[src/rtl/rr_encoder_reg.sv]
// Registered N-way request encoder: sticky pending register drained one binary
// index per transfer on a valid/ready output, fixed-priority or round-robin.
module rr_encoder_reg #(
    parameter int N    = 8,
    parameter int W    = $clog2(N),
    parameter int MODE = 0
) (
    input  logic         clk,
    input  logic         reset,
    input  logic         req_valid,
    input  logic [N-1:0] req_in,
    input  logic         out_ready,
    output logic         out_valid,
    output logic [W-1:0] out_code,
    output logic [N-1:0] pending,
    output logic         busy,
    output logic         multi,
    output logic         overflow
);

    logic [N-1:0] r_pending;
    logic         r_out_valid;
    logic [W-1:0] r_out_code;
    logic         r_multi;
    logic         r_overflow;
    logic [W-1:0] r_ptr;

    logic [N-1:0] w_req_eff;
    logic [N-1:0] w_clr;
    logic [W-1:0] w_sel;
    logic         w_found;
    logic         w_load;
    logic         w_many;
    int           w_idx;

    // Search order begins just past the last grant in round-robin mode.
    always_comb begin
        w_sel   = '0;
        w_found = 1'b0;
        w_idx   = 0;
        for (int i = 0; i < N; i++) begin
            w_idx = (MODE == 1) ? ((int'(r_ptr) + 1 + i) % N) : i;
            if (!w_found && r_pending[w_idx]) begin
                w_sel   = W'(w_idx);
                w_found = 1'b1;
            end
        end
    end

    assign w_load    = (!r_out_valid || out_ready) && (r_pending != '0);
    assign w_req_eff = req_valid ? req_in : '0;
    // Clearing the lowest set bit leaves something only if two or more were set.
    assign w_many    = (r_pending & (r_pending - {{(N-1){1'b0}}, 1'b1})) != '0;

    always_comb begin
        w_clr = '0;
        if (w_load) begin
            w_clr[w_sel] = 1'b1;
        end
    end

    always_ff @(posedge clk or posedge reset) begin
        if (reset) begin
            r_pending   <= '0;
            r_out_valid <= 1'b0;
            r_out_code  <= '0;
            r_multi     <= 1'b0;
            r_overflow  <= 1'b0;
            r_ptr       <= W'(N - 1);
        end else begin
            r_pending  <= (r_pending & ~w_clr) | w_req_eff;
            r_overflow <= |(w_req_eff & r_pending & ~w_clr);
            if (w_load) begin
                r_out_valid <= 1'b1;
                r_out_code  <= w_sel;
                r_multi     <= w_many;
                r_ptr       <= w_sel;
            end else if (r_out_valid && out_ready) begin
                r_out_valid <= 1'b0;
            end
        end
    end

    assign out_valid = r_out_valid;
    assign out_code  = r_out_code;
    assign pending   = r_pending;
    assign busy      = (r_pending != '0) || r_out_valid;
    assign multi     = r_multi;
    assign overflow  = r_overflow;

endmodule

[config.mk]
export PLATFORM = sky130hd
export DESIGN_NAME = rr_encoder_reg
export DESIGN_NICKNAME = d
export VERILOG_FILES = /design/src/rtl/rr_encoder_reg.sv
export SDC_FILE = /design/constraint.sdc
export NUM_CORES = 1
export LEC_CHECK = 0
export CORE_MARGIN = 2
export CORE_UTILIZATION = 45
export CTS_CLUSTER_DIAMETER = 100
export DETAILED_ROUTE_END_ITERATION = 7
export DONT_BUFFER_PORTS = 1
export GPL_TIMING_DRIVEN = 1
export PLACE_DENSITY_LB_ADDON = 0.15
export SYNTH_ARGS = -nofsm -noshare
export SYNTH_HDL_FRONTEND = slang
export SYNTH_SLANG_ARGS = --single-unit
[constraint.sdc]
create_clock -name clk -period 2 [get_ports clk]
set_input_delay 0.2 -clock clk [delete_from_list [all_inputs] [get_ports clk]]
set_output_delay 0.2 -clock clk [all_outputs]
set_load 0.03 [all_outputs]
==> results.cfg, run 1 <==
[status]
status = completed

[floorplanning]
start_util_pct = 48.9
rows = 15
dieWidth_um = 48.0
pin_count = 27
coreArea_um2 = 1780
die-area_um2 = 2310
die_y_um = 48.0

[sta]
tns_ns = 0
worst_slew_pin_slew_ns = 0.537
relSlewSlack_pct = 64.2
finClkSkew_ns = 0.00715
hold_violations = 0
min_period_over_period_pct = 97.8
fin_ws_ns = 0.0430
post-route-min-period_ns = 1.96
clock.fmax_mhz = 511
setup_viol = 0
slew_violations = 0

[cells_and_area]
area_growth_pct = 14.9
stdcell_count = 130
antenna_cells = 0
fillers = 171
layout_commonest_cell = dfrtp_1
utilization_pct = 56.2
drive_gt1_share_pct = 22.9
final_nets = 118
layout_common_cells = dfrtp_1 (11), buf_4 (10), a21oi_1 (8)

[run]
drv_cap = 0

[synth]
ys_warn_count = 0
ys_seq_elements = 14
synth_edf_count = 0
synth_ff_type = dfrtp_1
ys_types = 35
syn_nets = 106
async_reset_ff_share_pct = 100
syn_inst = 94
avgSynthCellArea_um2 = 9.28
netlist_area_um2 = 872
yosysSeqAreaShare_pct = 40.2

[placement]
gp_congestion = 0.854
place_ws_ns = 0.302
hpwl_um = 1560
port_buffers = 0
placed_cells = 124

[grt]
grtUsageMet3_pct = 3.77
grt_use_met2_pct = 30.1
top_usage_layer = met1
grt_pass1_wl_um = 3370
antenna_found_initial = 0
grtUsageTotal_pct = 22.0
grt_overflow = 0
grt_pass1_vias = 749
met1_usage_pct = 32.4
grt_max_degree = 15

[clock_network]
h-tree-depth = 1
numClockSinks = 14
cts.clk_slew.worst_paths_ns = 0.09
cts_buffers = 3
cts-root-buf = clkbuf_4
clock_latency_ns = 0.29
cts_tree = built
clk_path_buf_depth = 2

[critical_path]
path_buf_inv = 0
critPathSlowestCell = or4_4
cpLargestDelayFamily = simple AND/OR/NAND/NOR gates
worst_ep_required_time_ns = 1.80
arrival_ns = 1.76
cp-start-kind = flop
cp_cell_sequence = or4_4 -> nor3b_4 -> nand2b_4
worstSetupEndpointType = output port
crit_fanout = 6
path_class = reg2out
cp_slowest_stage_delay_ns = 0.57

[routing]
avgViaCountPerCell = 6.23
wl_per_cell_um = 16.3
first_pass_iters = 4
drt_iter0_drc = 24
route.vias.total = 810
wirelength_um = 2120
drc = 0
ant_nets = 0

[worst_hold_path]
hold_class = in2reg

[pwr]
p_per_area_nw_per_um2 = 762
p_leak_nw = 0.430
vdd_drop_max_v = 0.000447
## per-layer routing
layer  up-vias  wire [um]
met5         -          0
met2        34        983
met1       392        946
met3         5        146
li1        379          -
met4         0         44
## worst register-to-register path: stages, from the launching register on
cell	delay, ns
dfrtp_2	0.46
or4_4	0.57
nor3b_4	0.31
nor2_2	0.07
a2bb2oi_1	0.13
## through the flow
stage	instance area (um^2)	total power, mW	hold slack, ns
global placement	937	0.553	0.160
detailed placement	937	0.555	0.165
floorplan	872	0.512	0.0892
global route	1000	0.810	0.0413
CTS	986	0.767	0.0388
finish	1000	0.764	0.0439
## power breakdown
group / switching, mW / leakage (nW) / internal [mW]
sequential: 0.0636 / 0.139 / 0.311
clock: 0.0959 / 0.0210 / 0.111
combinational: 0.113 / 0.271 / 0.0696
total: 0.272 / 0.430 / 0.491
## path summary, 6_finish.rpt
check                                     startpoint                      end  slack, ns  cells after the start
worst max-delay path            pending[3]$_DFF_PP0_                     busy       0.04                      3
worst min-delay path                       req_valid     pending[2]$_DFF_PP0_       0.04                      1
worst max register to register  pending[3]$_DFF_PP0_  out_code[0]$_DFFE_PP0P_       0.34                      4
worst min register to register  pending[4]$_DFF_PP0_       overflow$_DFF_PP0_       0.69                      2
max in group asynchronous                      reset     pending[1]$_DFF_PP0_       1.22                      2
min in group asynchronous                      reset  out_code[0]$_DFFE_PP0P_       0.39                      2
## sequential cells by signal, summed over array words and instances, names as in the netlist
signal	cells
pending	8
out_code	3
multi	1
out_valid	1
overflow	1
## synth_stat cells, types with 2 or more instances
library cell / number / share of area, %
or4_1: 2 / 1.7
a21oi_1: 8 / 4.6
nand3_1: 3 / 1.7
nor3_1: 2 / 1.1
inv_1: 7 / 3.0
buf_6: 2 / 2.6
nand2b_1: 3 / 2.2
a22o_1: 5 / 5.0
nor2_1: 6 / 2.6
a2bb2oi_1: 2 / 2.0
dfrtp_1: 14 / 40
a21o_1: 2 / 1.7
xor2_1: 2 / 2.0
o21ai_0: 7 / 4.0
and3_1: 2 / 1.4
a211oi_1: 3 / 2.6
nand2_1: 6 / 2.6
## what timing repair did
item	in CTS	in global routing
gates cloned	0	0
hold endpoints to repair	14	0
hold buffers	1	0
pin swaps	0	1
setup endpoints to repair	1	1
resized for setup	1	4
buffers inserted	0	1
## final cells by class
class / count / area [um^2] / area share, %
Multi-Input combinational cell: 69 / 469 / 46.8
Inverter: 7 / 26.3 / 2.62
Clock buffer: 4 / 36.3 / 3.62
Tap cell: 25 / 31.3 / 3.12
Timing Repair Buffer: 11 / 85.1 / 8.49
Sequential cell: 14 / 354 / 35.3
## cells by family (layout without fill, tap and decap cells)
family	count (synthesis)	after routing	share of synthesized area [%]
compound gates	36	36	28.1
simple gates	31	31	22.8
flops	14	14	40.2
buf+inv	11	22	6.89
xor+xnor	2	2	2.01
(Power assumes the default switching activity.)
==> inputs of run 2 (changes only) <==
--- a/config.mk
+++ b/config.mk
@@ -11,7 +11,6 @@
 export DETAILED_ROUTE_END_ITERATION = 7
 export DONT_BUFFER_PORTS = 1
 export GPL_TIMING_DRIVEN = 1
-export PLACE_DENSITY_LB_ADDON = 0.15
 export SYNTH_ARGS = -nofsm -noshare
 export SYNTH_HDL_FRONTEND = slang
 export SYNTH_SLANG_ARGS = --single-unit
==> constraint.sdc (replaced) <==
create_clock -name clk -period 2 [get_ports clk]
set_input_delay 0.2 -clock clk [delete_from_list [all_inputs] [get_ports clk]]
set_output_delay 0.2 -clock clk [all_outputs]
set_load 0.005 [all_outputs]
==> run 2 against run 1 <==
Non-clock buffer count shrank 9. Worst setup slack better by 0.057 ns. Flip-flop and latch count unchanged. Clock power about the same. First-iteration DRC count grew 17%. Register-to-register slack barely moved. Sequential share of layout area grew 2.7 points. Clock skew shrank 0.0038 ns. Critical endpoint unchanged. Power fell by 10%. Sequential power down 3%. Critical path depth stayed put.
==> results.cfg, run 2 (synthesis results as in run 1) <==
[worst_hold_path]
hp-start = req_valid
hold_class = in2reg
holdPathStages = 1
whs_endpoint = pending[2]$_DFF_PP0_

[critical_path]
crit_fanout = 8
r2r_cells = 4
worst_ep_required_time_ns = 1.80
worstSetupEndpointType = output port
crit-reg2reg-capture = overflow$_DFF_PP0_
path_class = reg2out
arrival_ns = 1.70
critPathSlowestCell = or4_4
path_buf_inv = 0
cp_cell_sequence = or4_4 -> nor3b_4 -> nand2b_1
cp_slowest_stage_delay_ns = 0.59
r2r-start = pending[0]$_DFF_PP0_
cp-start-kind = flop
cpLargestDelayFamily = simple AND/OR/NAND/NOR gates
reg2reg_setup_slack_ns = 0.33

[sta]
timing.hold.ws_ns = 0.0477
min_period_over_period_pct = 95.0
relSlewSlack_pct = 64.9
tns_ns = 0
hold_violations = 0
worst_slew_pin_slew_ns = 0.526
finClkSkew_ns = 0.00334
slew_violations = 0
post-route-min-period_ns = 1.90
setup_viol = 0
clock.fmax_mhz = 526
rsz0062_at_grt = no

[floorplanning]
rows = 15
pin_count = 27
die-area_um2 = 2310
start_util_pct = 48.9
dieWidth_um = 48.0
coreArea_um2 = 1780
die_y_um = 48.0

[cells_and_area]
antenna_cells = 0
layout_common_cells = dfrtp_1 (13), a21oi_1 (8), inv_1 (7), o21ai_0 (7)
final_design_area_no_fill_um2 = 925
stdcell_count = 121
largest_reg_flops = 8
final_nets = 109
drive_gt1_share_pct = 12.5
area_growth_pct = 6.03
layout_commonest_cell = dfrtp_1

[placement]
gp_congestion = 0.866
hpwl_um = 1490
placed_cells = 116
port_buffers = 0
place_area_um2 = 877

[pwr]
p_int_mw = 0.471
p_leak_nw = 0.382
vdd_drop_max_v = 0.000458
seq_power_share_pct = 53.0
netSwitchingFraction_pct = 31.3
p_per_area_nw_per_um2 = 741
clkPwrFrac_pct = 30.0
p_sw_mw = 0.214
comb_power_share_pct = 16.9

[grt]
grtUsageTotal_pct = 19.6
grt_pass1_vias = 684
antenna_found_initial = 0
grt_max_degree = 15
grt_pass1_wl_um = 2970
grt_overflow = 0

[clock_network]
h-tree-depth = 1
cts_setup_buffers = 0
clock_latency_ns = 0.29
cts.clk_slew.worst_paths_ns = 0.08
numClockSinks = 14
cts_tree = built
clk_path_buf_depth = 2
cts_buffers = 3
cts-root-buf = clkbuf_4

[routing]
drc = 0
drt_iter0_drc = 28
route.vias.total = 751
ant_nets = 0
wirelength_um = 1950
wl_per_cell_um = 16.1
first_pass_iters = 4
avgViaCountPerCell = 6.21

[status]
status = completed

[run]
drv_cap = 0
[run 2: repair_timing]
action | 4_1_cts | 5_1_grt
setup endpoints to repair | 0 | 1
hold endpoints to repair | 14 | 0
resized for setup | 0 | 1
hold buffers | 1 | 0
[run 2: stage by stage]
stage	power [mW]	utilization [%]	worst slack [ns]
finish	0.685	51.9	0.0998
detailed placement	0.483	49.2	0.310
global route	0.727	51.9	0.0163
CTS	0.693	51.8	0.0356
global placement	0.480	49.2	0.328
floorplan	0.462	-	0.451
[run 2: layout make-up]
class | count | area (um^2)
inverters | 7 | 26.3
multi-input cells | 69 | 462
well taps | 25 | 31.3
clock buffers | 4 | 36.3
flip-flops and latches | 14 | 352
repair buffers | 2 | 17.5
fillers | 180 | 858
[run 2: worst max-delay path by stage]
stage / from / endpoint / slack (ns) / depth (start not counted)
6_report: pending[0]$_DFF_PP0_ / busy / 0.1 / 3
3_3_place_gp: pending[3]$_DFF_PP0_ / overflow$_DFF_PP0_ / 0.33 / 4
5_1_grt: pending[0]$_DFF_PP0_ / busy / 0.02 / 3
4_1_cts: pending[3]$_DFF_PP0_ / busy / 0.04 / 3
2_1_floorplan: pending[3]$_DFF_PP0_ / out_code[0]$_DFFE_PP0P_ / 0.45 / 4
3_5_place_dp: pending[3]$_DFF_PP0_ / overflow$_DFF_PP0_ / 0.31 / 4
[run 2: routing by layer]
layer  GRT usage (%)  vias up  wire, um
li1                -      357         -
met1            24.4      364       869
met2            30.1       26       895
met3            7.92        4       155
met4            8.11        0        27
met5               0        -         0
[run 2: power groups by stage]
stage / logic [mW] / clock network [mW] / registers [mW]
floorplan: 0.114 / 0 / 0.348
global placement: 0.112 / 0 / 0.368
detailed placement: 0.114 / 0 / 0.369
CTS: 0.116 / 0.214 / 0.363
global route: 0.129 / 0.227 / 0.371
finish: 0.116 / 0.206 / 0.363
